===== src/rtl/seg_scan_if.sv =====
// Requester and display-pin bundle for the 7-segment scan arbiter.
// The slave side is the arbiter itself; the master side drives requests and watches the pins.
interface seg_scan_if;
  logic        req0;
  logic [27:0] seg0;
  logic        req1;
  logic [27:0] seg1;
  logic [1:0]  grant;
  logic        sclk;
  logic        sdata;
  logic        latch;
  logic        scan_done;

  modport master (
    output req0, seg0, req1, seg1,
    input  grant, sclk, sdata, latch, scan_done
  );

  modport slave (
    input  req0, seg0, req1, seg1,
    output grant, sclk, sdata, latch, scan_done
  );
endinterface


===== src/rtl/seg_scan_arbiter.sv =====
// Arbitrates two segment-image requesters and scans the granted image into the
// serial display chain, one 16-bit frame per digit, latching after every frame.
//
// state   | meaning
// S_LOAD  | build frame for current digit; arbitrate and snapshot when digit==0
// S_SHIFT | shift 16 bits MSB first, 2*CLK_DIV cycles per bit
// S_LATCH | hold latch high for CLK_DIV cycles, then advance digit
module seg_scan_arbiter #(
  parameter int CLK_DIV    = 4,
  parameter int HOLD_SCANS = 16
) (
  input  logic       clk,
  input  logic       rst_n,
  seg_scan_if.slave  bus
);

  localparam int TW = $clog2(2 * CLK_DIV + 1);
  localparam int HW = $clog2(HOLD_SCANS + 1);
  localparam logic [TW-1:0] BIT_LAST   = TW'(2 * CLK_DIV - 1);
  localparam logic [TW-1:0] HALF       = TW'(CLK_DIV);
  localparam logic [TW-1:0] LATCH_LAST = TW'(CLK_DIV - 1);
  localparam logic [HW-1:0] HOLD_MAX   = HW'(HOLD_SCANS);

  typedef enum logic [1:0] {S_LOAD, S_SHIFT, S_LATCH} state_t;

  state_t          state, state_nxt;
  logic [TW-1:0]   tmr;
  logic [3:0]      bit_cnt;
  logic [1:0]      digit;
  logic [15:0]     shreg;
  logic [1:0]      grant_q;
  logic [27:0]     snap;
  logic [HW-1:0]   hold_cnt;
  logic            done_q;

  logic [1:0]      grant_nxt;
  logic [27:0]     img_nxt;
  logic [27:0]     img;
  logic [6:0]      seg_sel;
  logic [15:0]     frame;
  logic            at_boundary;
  logic            sclk_c;
  logic            sdata_c;
  logic            latch_c;

  assign at_boundary = (state == S_LOAD) && (digit == 2'd0);

  // An owner that drops its request loses the display at once; otherwise a
  // contender only gets in once the hold has expired.
  always_comb begin
    grant_nxt = grant_q;
    if ((grant_q == 2'b00) || (grant_q == 2'b01 && !bus.req0) ||
        (grant_q == 2'b10 && !bus.req1)) begin
      if (bus.req0)      grant_nxt = 2'b01;
      else if (bus.req1) grant_nxt = 2'b10;
      else               grant_nxt = 2'b00;
    end else if (hold_cnt >= HOLD_MAX) begin
      if (grant_q == 2'b01 && bus.req1)      grant_nxt = 2'b10;
      else if (grant_q == 2'b10 && bus.req0) grant_nxt = 2'b01;
    end
  end

  always_comb begin
    img_nxt = 28'd0;
    if (grant_nxt == 2'b01)      img_nxt = bus.seg0;
    else if (grant_nxt == 2'b10) img_nxt = bus.seg1;
  end

  // Digit 0 is built from the image being snapshotted this same cycle.
  assign img = at_boundary ? img_nxt : snap;

  always_comb begin
    seg_sel = 7'd0;
    unique case (digit)
      2'd0: seg_sel = img[6:0];
      2'd1: seg_sel = img[13:7];
      2'd2: seg_sel = img[20:14];
      2'd3: seg_sel = img[27:21];
      default: seg_sel = 7'd0;
    endcase
  end

  assign frame = {1'b0, seg_sel, 4'b0000, 4'b0001 << digit};

  always_ff @(posedge clk or negedge rst_n) begin
    if (!rst_n) state <= S_LOAD;
    else        state <= state_nxt;
  end

  always_comb begin
    state_nxt = state;
    sclk_c    = 1'b0;
    sdata_c   = 1'b0;
    latch_c   = 1'b0;
    unique case (state)
      S_LOAD: state_nxt = S_SHIFT;
      S_SHIFT: begin
        sclk_c  = (tmr < HALF);
        sdata_c = shreg[15];
        if (tmr == '0 && bit_cnt == 4'd0) state_nxt = S_LATCH;
      end
      S_LATCH: begin
        latch_c = 1'b1;
        if (tmr == '0) state_nxt = S_LOAD;
      end
      default: state_nxt = S_LOAD;
    endcase
  end

  always_ff @(posedge clk or negedge rst_n) begin
    if (!rst_n) begin
      tmr      <= '0;
      bit_cnt  <= 4'd0;
      digit    <= 2'd0;
      shreg    <= 16'd0;
      grant_q  <= 2'b00;
      snap     <= 28'd0;
      hold_cnt <= '0;
      done_q   <= 1'b0;
    end else begin
      done_q <= 1'b0;
      unique case (state)
        S_LOAD: begin
          shreg   <= frame;
          tmr     <= BIT_LAST;
          bit_cnt <= 4'd15;
          if (digit == 2'd0) begin
            grant_q <= grant_nxt;
            snap    <= img_nxt;
            if (grant_nxt != grant_q) hold_cnt <= '0;
          end
        end
        S_SHIFT: begin
          if (tmr == '0) begin
            shreg <= {shreg[14:0], 1'b0};
            if (bit_cnt == 4'd0) begin
              tmr <= LATCH_LAST;
            end else begin
              bit_cnt <= bit_cnt - 4'd1;
              tmr     <= BIT_LAST;
            end
          end else begin
            tmr <= tmr - TW'(1);
          end
        end
        S_LATCH: begin
          if (tmr == '0) begin
            digit <= digit + 2'd1;
            if (digit == 2'd3) begin
              done_q <= 1'b1;
              if (hold_cnt < HOLD_MAX) hold_cnt <= hold_cnt + HW'(1);
            end
          end else begin
            tmr <= tmr - TW'(1);
          end
        end
        default: tmr <= '0;
      endcase
    end
  end

  assign bus.grant     = grant_q;
  assign bus.sclk      = sclk_c;
  assign bus.sdata     = sdata_c;
  assign bus.latch     = latch_c;
  assign bus.scan_done = done_q;

endmodule


===== src/flat_wrapper.sv =====
// flat-port wrapper written by rule: the top's interface ports become plain ports
module seg_scan_arbiter_flat 
#(
  parameter int CLK_DIV    = 4,
  parameter int HOLD_SCANS = 16
)
  (clk, rst_n, bus_req0, bus_seg0, bus_req1, bus_seg1, bus_grant, bus_sclk, bus_sdata, bus_latch, bus_scan_done);
  seg_scan_if bus_i ();
  input  logic clk;
  input  logic rst_n;
  input wire logic [$bits(bus_i.req0)-1:0] bus_req0;
  input wire logic [$bits(bus_i.seg0)-1:0] bus_seg0;
  input wire logic [$bits(bus_i.req1)-1:0] bus_req1;
  input wire logic [$bits(bus_i.seg1)-1:0] bus_seg1;
  output wire logic [$bits(bus_i.grant)-1:0] bus_grant;
  output wire logic [$bits(bus_i.sclk)-1:0] bus_sclk;
  output wire logic [$bits(bus_i.sdata)-1:0] bus_sdata;
  output wire logic [$bits(bus_i.latch)-1:0] bus_latch;
  output wire logic [$bits(bus_i.scan_done)-1:0] bus_scan_done;
  assign bus_i.req0 = bus_req0;
  assign bus_i.seg0 = bus_seg0;
  assign bus_i.req1 = bus_req1;
  assign bus_i.seg1 = bus_seg1;
  assign bus_grant = bus_i.grant;
  assign bus_sclk = bus_i.sclk;
  assign bus_sdata = bus_i.sdata;
  assign bus_latch = bus_i.latch;
  assign bus_scan_done = bus_i.scan_done;
  seg_scan_arbiter #(.CLK_DIV(CLK_DIV), .HOLD_SCANS(HOLD_SCANS)) u_core (.clk(clk), .rst_n(rst_n), .bus(bus_i));
endmodule

===== config.mk =====
export PLATFORM = sky130hd
export DESIGN_NAME = seg_scan_arbiter_flat
export DESIGN_NICKNAME = d
export VERILOG_FILES = /design/src/rtl/seg_scan_if.sv /design/src/rtl/seg_scan_arbiter.sv /design/src/flat_wrapper.sv
export SDC_FILE = /design/constraint.sdc
export NUM_CORES = 1
export LEC_CHECK = 0
export CAP_MARGIN = 0
export CORE_ASPECT_RATIO = 2
export CORE_MARGIN = 4
export CORE_UTILIZATION = 45
export DETAILED_ROUTE_END_ITERATION = 6
export PLACE_DENSITY_LB_ADDON = 0.2
export SYNTH_ARGS = -nofsm -noshare
export SYNTH_HDL_FRONTEND = slang
export SYNTH_SLANG_ARGS = --single-unit

===== constraint.sdc =====
create_clock -name clk -period 2.65 [get_ports clk]
set_clock_uncertainty 0.05 [all_clocks]
set_input_delay 0.6625 -clock clk [delete_from_list [all_inputs] [get_ports clk]]
set_output_delay 0.6625 -clock clk [all_outputs]
set_load 0.01 [all_outputs]

* Word-level counts from Yosys, hierarchy flattened *
Cells that the tools add are included.

word-level totals
  flip-flop bits (word level) = 64
  ROM bits = 0
  memories = 0
  bits of input ports = 60
  bits in writable memories = 0
  latch bits = 0

operators by class
  multipliers = 0
  add/sub/neg operators = 4
  order comparisons = 3
  shifts and indexed selects = 1
  bitwise gates (word level) = 0
  reductions and logical operators = 23
  eq/ne operators = 19
  mux-type cells = 34
  div/mod/pow operators = 0

operators with widths
  kind                                                       number
  two-way mux 28 bit                                         3
  one-hot mux 16 bit (2 select lines)                        1
  one-hot mux 7 bit (4 select lines)                         1
  two-way mux 5 bit                                          5
  two-way mux 16 bit                                         1
  two-way mux 2 bit                                          8
  two-way mux 4 bit                                          4
  one-hot mux 4 bit (3 select lines)                         1
  equality test 2 bit (second input constant)                5
  != test 2 x 1 -> 1 bit (second input constant)             5
  one-hot mux 5 bit (2 select lines)                         1
  equality test 2 x 1 -> 1 bit (second input constant)       4
  zero test 4 bit                                            2
  != test 2 bit (second input constant)                      4
  one-hot mux 4 bit (2 select lines)                         1
  AND reduction 2 bit                                        4
  subtractor 4 x 1 -> 4 bit (second input constant)          2
  logical AND 1 bit                                          6
  zero test 2 bit                                            3
  two-way mux 1 bit                                          6
  one-hot mux 2 bit (3 select lines)                         1
  AND reduction 6 bit                                        1
  adder 5 x 1 -> 5 bit (second input constant)               1
  greater-or-equal comparator 5 bit (second input constant)  1
  other kinds (10)                                           13

* Logic depth before layout (Yosys ltp) *
  depth in word-level cells = 12
  mapped depth = 8
  mapped depth without buffers = 7

* Worst setup path before layout *
OpenSTA, ideal clock, no wires.

  kind = input to register
  from = input port bus_req0
  to = register u_core.hold_cnt[0]
  setup slack = 0.651 ns
  arrival = 1.824 ns
  required time = 2.475 ns
  path buffers = 1
  cell stages on the path = 6
  path through = clkbuf_1 -> nor3_1 -> a211o_1 -> a31oi_1 -> nor2_1 -> mux2_2

on the way
  longest elaborated chain between the ends = 8
  elaborated cells between the ends (all ways) = 13
  classes of those cells = 2 x eq/ne; 5 x mux; 6 x reduce/logical

RTL lines
  element                                                        RTL line                                        source
  from (decl)                                                    flat_wrapper.sv:11                              input wire logic [$bits(bus_i.req0)-1:0] bus_req0;
  logical AND 1 bit / zero test 1 bit (equally long branches)    seg_scan_arbiter.sv:59, seg_scan_arbiter.sv:52
  two-way mux 2 bit / logical AND 1 bit (equally long branches)  seg_scan_arbiter.sv:59, seg_scan_arbiter.sv:52
  two-way mux 2 bit / logical OR 1 bit (equally long branches)   seg_scan_arbiter.sv:58, seg_scan_arbiter.sv:52
  two-way mux 2 bit / logical OR 1 bit (equally long branches)   seg_scan_arbiter.sv:57, seg_scan_arbiter.sv:52
  two-way mux 2 bit *                                            seg_scan_arbiter.sv:52                          if ((grant_q == 2'b00) || (grant_q == 2'b01 && !bus.req0) ||
  != test 2 bit *                                                seg_scan_arbiter.sv:130                         if (grant_nxt != grant_q) hold_cnt <= '0;
  != test 2 bit (no source line) *                               --
  AND reduction 6 bit (no source line) *                         --
  to (signal assigned)                                           seg_scan_arbiter.sv:151                         if (hold_cnt < HOLD_MAX) hold_cnt <= hold_cnt + HW'(1);
  to (decl)                                                      seg_scan_arbiter.sv:33                          logic [HW-1:0] hold_cnt;

Mark *: on every way between the ends. The rest lies on a longest branch, timed or not.
A chain may end at the register's enable or synchronous reset.

* Worst setup path in the final report *
  from = input port bus_req1
  to = register u_core.shreg[11]

on the way
  longest elaborated chain between the ends = 10
  elaborated cells between the ends (all ways) = 16
  classes of those cells = 2 x eq/ne; 10 x mux; 4 x reduce/logical

RTL lines
  element                                                        RTL line                                        source
  from (decl)                                                    flat_wrapper.sv:13                              input wire logic [$bits(bus_i.req1)-1:0] bus_req1;
  logical AND 1 bit / zero test 1 bit (equally long branches)    seg_scan_arbiter.sv:58, seg_scan_arbiter.sv:53
  two-way mux 2 bit / logical AND 1 bit (equally long branches)  seg_scan_arbiter.sv:58, seg_scan_arbiter.sv:53
  two-way mux 2 bit / logical OR 1 bit (equally long branches)   seg_scan_arbiter.sv:57, seg_scan_arbiter.sv:52
  two-way mux 2 bit *                                            seg_scan_arbiter.sv:52
  equality test 2 bit                                            seg_scan_arbiter.sv:66                          else if (grant_nxt == 2'b10) img_nxt = bus.seg1;
  two-way mux 28 bit                                             seg_scan_arbiter.sv:66
  two-way mux 28 bit *                                           seg_scan_arbiter.sv:65                          if (grant_nxt == 2'b01) img_nxt = bus.seg0;
  two-way mux 28 bit *                                           seg_scan_arbiter.sv:70                          assign img = at_boundary ? img_nxt : snap;
  one-hot mux 7 bit (4 select lines) *                           seg_scan_arbiter.sv:74                          unique case (digit)
  one-hot mux 16 bit (2 select lines) *                          seg_scan_arbiter.sv:122                         unique case (state)
  to (signal assigned)                                           seg_scan_arbiter.sv:124                         shreg <= frame;
  to (signal assigned)                                           seg_scan_arbiter.sv:135                         shreg <= {shreg[14:0], 1'b0};
  to (decl)                                                      seg_scan_arbiter.sv:30                          logic [15:0] shreg;

Marked as above.

==> impl_metrics.json <==
{
  "slew-limit-headroom": 0.340,
  "switching_share": 0.216,
  "holdBufCountCts": 0,
  "synth_top_area_share": 0.455,
  "drc": 0,
  "fin_ws_ps": 206,
  "final_area_um2": 4190,
  "hold_class": "input pin to asynchronous set/reset pin",
  "p_leak_nw": 1.81,
  "end_kind": "flip-flop",
  "grt_pass1_vias": 2896,
  "drt_pass1_iterations": 4,
  "syn_area_um2": 3140,
  "yosys.cell_types.count": 48,
  "cts_tree": "built",
  "setup_viol": 0,
  "port_buffers": 65,
  "slowest_delay_ps": 770,
  "p_sw_mw": 0.484,
  "syn2layout_area_growth_pct": 33.8,
  "syn_area_per_cell_um2": 9.28,
  "grt_usage": 0.210,
  "vias": 2798,
  "io_pins": 66,
  "crit_required_ps": 2860,
  "final_util": 0.624,
  "die_y_um": 126,
  "period_needed_ps": 2440,
  "cp-start-kind": "input pin",
  "drtIter0Drc": 101,
  "ys_seq_area_frac": 0.455,
  "tightest_slew_ps": 989,
  "fmaxAchievable_ghz": 0.409,
  "ir_drop_mv": 0.521,
  "pwr-share-comb": 0.081,
  "yosysTopAreaCell": "dfrtp_1",
  "seqPwrFrac": 0.412,
  "synth_flop_cell": "dfrtp_1",
  "worstPathArrival_ps": 2660,
  "netlist_top_cells_area": "dfrtp_1 (45%), nor2_1 (6.0%), a221oi_1 (5.6%)",
  "wl_per_cell_um": 16.2,
  "viasPerCell": 5.64,
  "die-area_um2": 8450,
  "synthTopCellsByCount": "dfrtp_1 (57), nor2_1 (50), nand2_1 (31)",
  "die_w_um": 67.0,
  "slowest_stage": "nor2_2",
  "worstSetupPathType": "input pin to flip-flop",
  "place_ws_ps": -136,
  "place_inst": 480,
  "power_density_nw_per_um2": 534,
  "antenna_found_initial": 0,
  "cp_top_family": "simple AND/OR/NAND/NOR gates",
  "placementRows": 42,
  "gp_congestion": 0.753,
  "synth.most_common_cell": "dfrtp_1",
  "layout.nets": 471,
  "dp_hpwl_um": 5900,
  "finalHoldViolations": 0,
  "fin_cells": 496,
  "synth_edf_count": 0,
  "ctsRootBufferMaster": "clkbuf_16",
  "postCtsResizedCells": 0,
  "rsz0062_at_grt": "no",
  "synth-seq-cells": 57,
  "period_share": 0.922,
  "placed_area_um2": 3900,
  "grt_max_degree": 58,
  "path_cells": "clkdlybuf4s50_1, nor2b_1, o21a_1, nor2_2, a221o_1, a32o_1",
  "worst-path-max-fanout": 26,
  "finalPower_mw": 2.24,
  "cts_setup_buffers": 0,
  "postRouteAntennaNets": 0,
  "syn_inst": 338,
  "initial_core_util": 0.466,
  "cts-htree-levels": 3,
  "cts_buffers": 9,
  "clock_sinks": 57,
  "coreArea_um2": 6730,
  "cts.path.max_buffers": 2,
  "drv_slew": 0,
  "grt_pass1_wl_um": 13500,
  "wirelength_um": 8040,
  "cp_num_buf_inv": 1,
  "fin_tns_setup_ps": 0,
  "drive_gt1_frac": 0.123,
  "synth_warnings": 0,
  "grt.overflow.total": 0,
  "clk_pin_slew_worst_paths_ps": 50,
  "p_int_mw": 1.76,
  "syn-num-nets": 406,
  "holdWs_ps": 413,
  "insertion_delay_ps": 330,
  "async_flop_share": 1.00,
  "maxCapViolations": 0,
  "p_clk_frac": 0.506,
  "antenna_cells": 0,
  "outcome": "completed"
}
## cell usage in the layout (no fill, tap or decap), types with 11 or more instances in the layout
cell type        count
a21oi_1             24
a221oi_1            20
buf_4               17
clkdlybuf4s50_1     64
dfrtp_1             57
inv_1               13
nand2_1             31
nor2_1              50
o21ai_0             11
## power groups by stage
stage / clock network, mW / logic [mW] / registers, mW
finish: 1.13 / 0.182 / 0.924
global route: 1.20 / 0.201 / 0.927
CTS: 1.15 / 0.186 / 0.923
detailed placement: 0 / 0.185 / 0.938
global placement: 0 / 0.182 / 0.937
floorplan: 0 / 0.0613 / 0.930
## layout make-up
cell class                      count  area [um2]
Multi-Input combinational cell    240        1540
Clock inverter                      6        57.6
Timing Repair Buffer               82         773
Inverter                           13        48.8
Sequential cell                    57        1430
Clock buffer                       10         239
Fill cell                         619        2530
Tap cell                           88         110
## metal layers
metal | wire, um | vias to the layer above | share of wire | GRT usage
met5 | 0 | - | 0 | 0
met4 | 163 | 0 | 0.020 | 0.0933
met3 | 332 | 11 | 0.041 | 0.0365
met2 | 4530 | 91 | 0.56 | 0.383
met1 | 3010 | 1326 | 0.37 | 0.225
li1 | - | 1370 | - | -
## state kept, by name (all words and copies together), names as in the netlist
| signal | flops |
|---|---|
| u_core.bit_cnt | 4 |
| u_core.state | 2 |
| u_core.hold_cnt | 5 |
| u_core.bus.scan_done | 1 |
| u_core.snap | 21 |
| u_core.bus.grant | 2 |
| u_core.digit | 2 |
| u_core.tmr | 4 |
| u_core.shreg | 16 |
## worst paths after layout
kind	startpoint	end	slack (ps)	cells after the start
max	bus_req1	u_core.shreg[11]	210	6
min	rst_n	u_core.hold_cnt[3]	410	2
max reg2reg	u_core.hold_cnt[4]	u_core.shreg[14]	370	5
min reg2reg	u_core.shreg[10]	u_core.shreg[10]	440	1
max in group asynchronous	rst_n	u_core.shreg[13]	1630	2
min in group clk	u_core.shreg[10]	u_core.shreg[10]	440	1
## logic make-up (layout without fill, tap and decap cells)
group	count (synthesis)	after routing	share of synthesized area
buffers and inverters	41	111	0.0575
AND/OR/NAND/NOR	114	114	0.173
multiplexers	3	3	0.0108
flip-flops	57	57	0.455
XOR/XNOR	4	4	0.0112
AO/OA/AOI/OAI	111	111	0.261
adder cells (fa/ha/maj)	8	8	0.0319
## worst register-to-register path, cell delays in order (launching register included)
cell and delay, ps:
dfrtp_1 490, nand2b_1 200, a21oi_1 200, o21a_1 580, a211oi_1 250, o311ai_1 390
Power figures use the tool's default switching activity.
